--- config.mk ---
export PLATFORM = sky130hd
export DESIGN_NAME = dmem_store_buffer
export DESIGN_NICKNAME = d
export VERILOG_FILES = /design/src/rtl/rv32i_types_pkg.sv /design/src/rtl/store_formatter.sv /design/src/rtl/dmem_store_buffer.sv
export SDC_FILE = /design/constraint.sdc
export NUM_CORES = 1
export LEC_CHECK = 0
export CORE_MARGIN = 4
export CORE_UTILIZATION = 30
export CTS_CLUSTER_DIAMETER = 120
export DETAILED_ROUTE_END_ITERATION = 7
export PLACE_DENSITY_LB_ADDON = 0.1
export SKIP_CTS_REPAIR_TIMING = 1
export SLEW_MARGIN = 0
export SYNTH_ARGS = -nofsm -noshare
export SYNTH_HDL_FRONTEND = slang
export SYNTH_HIERARCHICAL = 1
export SYNTH_SLANG_ARGS = --single-unit
--- constraint.sdc ---
create_clock -name CLK -period 6 [get_ports CLK]
set_clock_uncertainty 0.1 [all_clocks]
set_input_delay 1.8 -clock CLK [delete_from_list [all_inputs] [get_ports CLK]]
set_output_delay 1.8 -clock CLK [all_outputs]
set_load 0.005 [all_outputs]
--- src/rtl/rv32i_types_pkg.sv ---
// rtl/rv32i_types_pkg.sv - shared RV32I datapath types for the data-memory path
package rv32i_types_pkg;

  typedef logic [31:0] word_t;

  typedef enum logic [2:0] {LB = 3'd0, LH = 3'd1, LW = 3'd2, LBU = 3'd4, LHU = 3'd5} load_t;

  // Encoding 2'b11 is deliberately unassigned and is treated as an illegal store.
  typedef enum logic [1:0] {SB = 2'd0, SH = 2'd1, SW = 2'd2} store_t;

  typedef struct packed {
    word_t      addr;
    word_t      data;
    logic [3:0] byte_en;
  } sbuf_entry_t;

endpackage

--- src/rtl/store_formatter.sv ---
// rtl/store_formatter.sv - combinational store lane formatting and alignment check
module store_formatter
  import rv32i_types_pkg::*;
(
  input  store_t      st_type,
  input  logic [31:0] st_addr,
  input  logic [31:0] st_data,
  output logic [31:0] word_addr,
  output logic [3:0]  byte_en,
  output logic [31:0] wdata,
  output logic        misaligned
);

  assign word_addr = {st_addr[31:2], 2'b00};

  always_comb begin
    byte_en    = 4'b0000;
    wdata      = 32'h0;
    misaligned = 1'b0;
    case (st_type)
      SB: begin
        byte_en = 4'b0001 << st_addr[1:0];
        wdata   = {4{st_data[7:0]}};
      end
      SH: begin
        byte_en    = 4'b0011 << st_addr[1:0];
        wdata      = {2{st_data[15:0]}};
        misaligned = st_addr[0];
      end
      SW: begin
        byte_en    = 4'b1111;
        wdata      = st_data;
        misaligned = |st_addr[1:0];
      end
      default: misaligned = 1'b1;
    endcase
  end

endmodule

--- src/rtl/dmem_store_buffer.sv ---
// rtl/dmem_store_buffer.sv - store FIFO between the core and data memory with load-overlap detection
module dmem_store_buffer
  import rv32i_types_pkg::*;
#(
  parameter int DEPTH = 2
) (
  input  logic        CLK,
  input  logic        RST,
  input  logic        st_valid,
  output logic        st_ready,
  input  store_t      st_type,
  input  logic [31:0] st_addr,
  input  logic [31:0] st_data,
  output logic        st_fault,
  input  logic [31:0] ld_addr,
  output logic        ld_hazard,
  output logic        empty,
  output logic        mem_wen,
  output logic [31:0] mem_addr,
  output logic [31:0] mem_wdata,
  output logic [3:0]  mem_byte_en,
  input  logic        mem_busy
);

  localparam int PW = $clog2(DEPTH);
  typedef logic [PW:0] ptr_t;
  localparam ptr_t PTR_ONE = ptr_t'(1);

  sbuf_entry_t      entries [DEPTH];
  logic [DEPTH-1:0] valid;
  ptr_t             wr_ptr;
  ptr_t             rd_ptr;

  logic [31:0] fmt_addr;
  logic [31:0] fmt_wdata;
  logic [3:0]  fmt_byte_en;
  logic        fmt_misaligned;
  logic        full;
  logic        accept;
  logic        pop;
  sbuf_entry_t head;

  store_formatter u_formatter (
    .st_type    (st_type),
    .st_addr    (st_addr),
    .st_data    (st_data),
    .word_addr  (fmt_addr),
    .byte_en    (fmt_byte_en),
    .wdata      (fmt_wdata),
    .misaligned (fmt_misaligned)
  );

  // Extra pointer bit distinguishes full from empty when the indices coincide.
  assign full     = (wr_ptr[PW] != rd_ptr[PW]) && (wr_ptr[PW-1:0] == rd_ptr[PW-1:0]);
  assign empty    = (wr_ptr == rd_ptr);
  assign st_ready = !full;
  assign st_fault = st_valid & fmt_misaligned;
  assign accept   = st_valid & st_ready & !fmt_misaligned;

  assign head        = entries[rd_ptr[PW-1:0]];
  assign mem_wen     = valid[rd_ptr[PW-1:0]];
  assign mem_addr    = mem_wen ? head.addr    : 32'h0;
  assign mem_wdata   = mem_wen ? head.data    : 32'h0;
  assign mem_byte_en = mem_wen ? head.byte_en : 4'h0;
  assign pop         = mem_wen & !mem_busy;

  always_ff @(posedge CLK or posedge RST) begin
    if (RST) begin
      wr_ptr <= '0;
      rd_ptr <= '0;
      valid  <= '0;
      for (int i = 0; i < DEPTH; i++) begin
        entries[i] <= '0;
      end
    end else begin
      // Accept needs a free slot and pop needs a valid head, so they never share an index.
      if (accept) begin
        entries[wr_ptr[PW-1:0]] <= '{addr: fmt_addr, data: fmt_wdata, byte_en: fmt_byte_en};
        valid[wr_ptr[PW-1:0]]   <= 1'b1;
        wr_ptr                  <= wr_ptr + PTR_ONE;
      end
      if (pop) begin
        valid[rd_ptr[PW-1:0]] <= 1'b0;
        rd_ptr                <= rd_ptr + PTR_ONE;
      end
    end
  end

  // Word match ignores the byte offset of the load address.
  always_comb begin
    ld_hazard = 1'b0;
    for (int i = 0; i < DEPTH; i++) begin
      if (valid[i] && (((entries[i].addr ^ ld_addr) & 32'hFFFF_FFFC) == 32'h0)) begin
        ld_hazard = 1'b1;
      end
    end
  end

endmodule

# Word level (Yosys, flattened, before mapping)
# Cells that the tools add are included.
# classes
n_reduce_logical	13
order_cmp	7
n_addsub	2
mux	22
n_div	0
mul	0
n_eq_ne	5
bitwise	11
n_shift	2
# ops
cell	n
2-to-1 mux 68 bit	4
bitwise mux 136 bit	1
case mux 32 bit (3 select lines)	1
demux 68 bit (select 1 bit)	1
zero test 32 bit	2
2-to-1 mux 32 bit	2
bitwise XOR 32 bit	2
case mux 4 bit (3 select lines)	1
logical AND 1 bit	6
2-to-1 mux 1 bit	6
adder 2 x 1 -> 2 bit, second input constant	2
bitwise AND 1 bit	4
greater-or-equal comparator 2 bit, second input constant	2
less-than comparator 1 x 2 -> 1 bit, second input constant	2
2-to-1 mux 2 bit	2
2-to-1 mux 4 bit	1
inverter 1 -> 2 bit	2
<< shifter 1 x 2 -> 4 bit, first input constant	1
<< shifter 2 x 2 -> 4 bit, first input constant	1
zero test 1 bit	3
case mux 1 bit (3 select lines)	1
bitwise AND 2 bit	1
demux 1 bit (select 1 bit)	2
equality test 2 x 1 -> 1 bit, second input constant	1
other kinds (10)	11
# word_totals
latchBits	0
mem_bits_ro	0
out_inout_bits	73
memories	0
regBits	142
elab_cells	71
ram_bits	0

# Longest topological paths before layout
# Gate-level depths: netlist of the first run.
# depth
depth_word	8
depth_mapped	10

# Modules after synthesis
# The synthesis of the first run kept the hierarchy.
# by_module_without_submodules
module	area_each_um2	instances	seq_area_each_um2	cells_each
dmem_store_buffer	7587.3	1	3553.4	550
store_formatter	802.0	1	0.0	111

# Worst setup path before layout of the first run
# Ideal clock, no wire load.
# synth_path
kind	input to output
from	in ld_addr[2]
to	out ld_hazard
n_path_buf	0
t_arrival_ns	2.701
path_slack_ns	1.399
stages	4
t_required_ns	4.100
cell_sequence	xnor2_1 -> nand4_1 -> or4_1 -> o22ai_1
# synth_between
elab_chain_len	5
elab_cells_between_ends	8
cone_classes	2 x mux; 2 x bitwise; 4 x reduce/logical
# synth_rtl
element	line_no	rtl
start, declared	dmem_store_buffer.sv:15	input logic [31:0] ld_addr,
bitwise XOR 32 bit	dmem_store_buffer.sv:93	if (valid[i] && (((entries[i].addr ^ ld_addr) & 32'hFFFF_FFFC) == 32'h0)) begin
zero test 32 bit	dmem_store_buffer.sv:93	
logical AND 1 bit	dmem_store_buffer.sv:93	
2-to-1 mux 1 bit	dmem_store_buffer.sv:93	
2-to-1 mux 1 bit *	dmem_store_buffer.sv:93	
end, declared	dmem_store_buffer.sv:16	output logic ld_hazard,
# Every way passes the cells marked *; elsewhere a longest branch is shown, timed or not.

# Worst setup path in the final report of the first run
# layout_path
from	in ld_addr[30]
to	out ld_hazard
# Same word-level chain as after synthesis.

==> results of run 1 <==
==> cell usage after synthesis (10+ instances only) <==
library cell / count / area share, %
xnor2_1: 32 / 3.3
buf_4: 32 / 2.9
buf_6: 17 / 2.3
mux2_4: 136 / 24
nor2_1: 71 / 3.2
mux2i_1: 85 / 10
dfrtp_1: 142 / 42
nand4_1: 10 / 0.75
xor2_1: 33 / 3.4
o21ai_1: 18 / 1.1
buf_2: 11 / 0.66
==> final cells by class <==
type,instances,area [um^2],area share [%]
multi-input cells,446,4315,40.13
flip-flops and latches,142,3557,33.08
inverters,4,20.02,0.1862
repair buffers,187,1834,17.06
clock inverters,13,117.6,1.094
clock buffers,19,442.9,4.119
well taps,372,465.4,4.329
==> worst min-delay path by stage <==
stage / slack, ns / endpoint / cells past startpoint
after CTS: 0.41 / entries[34] / 1
after global routing: 0.43 / entries[11] / 1
final: 0.41 / entries[103] / 1
after floorplan: 0.38 / entries[100] / 1
after global placement: 0.39 / entries[86] / 1
after detailed placement: 0.39 / entries[13] / 1
==> state kept, by name, indices dropped and copies added (netlist names) <==
signal / flops
rd_ptr: 2
wr_ptr: 2
entries: 136
valid: 2
==> kinds of logic (layout without fill, tap and decap cells) <==
logic type | after synthesis | after routing | share of synthesized area (%)
AO/OA/AOI/OAI | 37 | 37 | 2.789
flip-flops | 142 | 142 | 42.36
XOR/XNOR | 65 | 65 | 6.786
multiplexers | 221 | 221 | 34.48
other | 1 | 2 | 0.04470
buffers and inverters | 74 | 223 | 6.562
AND/OR/NAND/NOR | 121 | 121 | 6.980
==> per-layer routing <==
| layer | share of wire [%] | track usage, % | vias up |
|---|---|---|---|
| met3 | 5.0 | 4.349 | 18 |
| li1 | - | - | 2531 |
| met4 | 0.90 | 3.273 | 4 |
| met5 | 0.12 | 0 | - |
| met2 | 47 | 25.46 | 128 |
| met1 | 47 | 20.61 | 2772 |
==> metrics by stage <==
stage | setup WS [ns] | hold WS [ns]
after floorplan | 0.2904 | 0.3807
after global placement | 0.08185 | 0.3937
after detailed placement | 0.08938 | 0.3933
after CTS | 0.08097 | 0.4119
after global routing | 0.007891 | 0.4253
final | 0.1262 | 0.4081
==> worst max-delay path: cells and delay by family <==
| family | cells | cell delay (ns) |
|---|---|---|
| simple gates | 2 | 0.71 |
| xor+xnor | 1 | 0.26 |
| buf+inv | 2 | 1.01 |
| compound gates | 1 | 0.19 |
==> report_power, final <==
part | internal (mW) | switching, mW | leakage, nW
combinational | 1.63 | 0.997 | 2.70
sequential | 1.43 | 0.431 | 1.73
clock | 0.582 | 0.434 | 0.261
total | 3.63 | 1.86 | 4.70
==> impl_metrics.tcl, run 1 <==
set metrics [dict create \
    outcome "finished clean" \
    required_ns 4.10 \
    powerDensity_nw_per_um2 511.2 \
    synthArstFlopShare_pct 100.0 \
    antenna_left 0 \
    worstReg2RegStart "rd_ptr[0]" \
    synth-edff-count 0 \
    hold_viol 0 \
    initial_utilization_pct 30.79 \
    crit_end "ld_hazard" \
    finalMaxSlewViolations 0 \
    period_minus_slack_ns 5.874 \
    drcViolationCount 0 \
    setup.worst_path.start_class "primary input" \
    insertion_delay_ns 0.42 \
    synth_seq_area_share_pct 42.36 \
    place_inst 1151 \
    criticalPathCategory "in2out" \
    via_per_inst 4.609 \
    slew_headroom_pct 34.84 \
    power_leakage_nw 4.699 \
    cts_tree "built" \
    crit_path_start "ld_addr[30]" \
    path_clk_slew_ns 0.06 \
    post-route-period-util_pct 97.90 \
    coreArea_um2 27250 \
    rr_worst_depth 6 \
    track_usage_pct 15.54 \
    n_fill_cell 2598 \
    finalSetupTns_ns 0 \
    hold_path_class "reg2reg" \
    drt_iter0_markers 231 \
    slowest_stage "or4_1" \
    total_power_mw 5.497 \
    worstHoldStart "entries[103]" \
    die_h_um 175.2 \
    mostFrequentLayoutCells "clkdlybuf4s50_1 (172), dfrtp_1 (141), mux2_4 (136)" \
    ios 175 \
    synth_warnings 6 \
    dpl_cell_area_um2 10190 \
    cp_common_cell "clkdlybuf4s50_1" \
    max_cap_violations 0 \
    grt_pass1_wl_um 37230 \
    finalSetupViolations 0 \
    rsz0062_at_grt "false" \
    port_buffers 172 \
    clock_path_buffers 2 \
    antenna_found_initial 2 \
    worstMarginPinSlew_ns 0.9773 \
    slowest_delay_ns 0.54 \
    synth_area_um2 8389 \
    drive_gt1_share_pct 23.55 \
    vias 5453 \
    htree_num_levels 4 \
    grt_max_degree 102 \
    cts_sinks 142 \
    final_nets 900 \
    layout_commonest_cell "clkdlybuf4s50_1" \
    dieArea_um2 30700 \
    avgSynthCellArea_um2 12.69 \
    row_count 60 \
    drtPass1Iterations 4 \
    wl_per_cell_um 19.75 \
    clockRootBuffer "clkbuf_16" \
    syn_inst 661 \
    fmax_mhz 170.2 \
    fin_cells 1183 \
    wirelength_um 23360 \
    path_cells "clkdlybuf4s50_1, xnor2_1, nand4_1, or4_1, o22ai_2, clkdlybuf4s50_1" \
    worstReg2RegEnd "entries[124]" \
    worstSetupEndpointType "output port" \
    grt.overflow.total 0 \
    ys_ff_latch 142 \
    ys.flop_type "dfrtp_1" \
    crit_arrival_ns 3.97 \
    finish.utilization_pct 39.46 \
    die_w_um 175.2 \
    synth.distinct_cells 35 \
    globalplace.congestion 0.7766 \
    grt_pass1_vias 6278 \
    cts_buffers 17 \
    post-dp-hpwl_um 16130 \
    area_growth_pct 28.17 \
    critPathMaxFanout 2 \
    n_antenna_cell 0 \
    stdcell_area_um2 10750 \
    ir_drop_mv 0.2819 \
    r2r_setup_slack_ns 1.89 \
]
Note: power is estimated with default switching activity, not from simulation.
==> run 2: changes to the inputs <==
--- a/config.mk
+++ b/config.mk
@@ -5,6 +5,7 @@
 export SDC_FILE = /design/constraint.sdc
 export NUM_CORES = 1
 export LEC_CHECK = 0
+export ABC_AREA = 0
 export CORE_MARGIN = 4
 export CORE_UTILIZATION = 30
 export CTS_CLUSTER_DIAMETER = 120
==> results of run 2 <==
The final DEF is identical to that of run 1; final timing and power are the same.
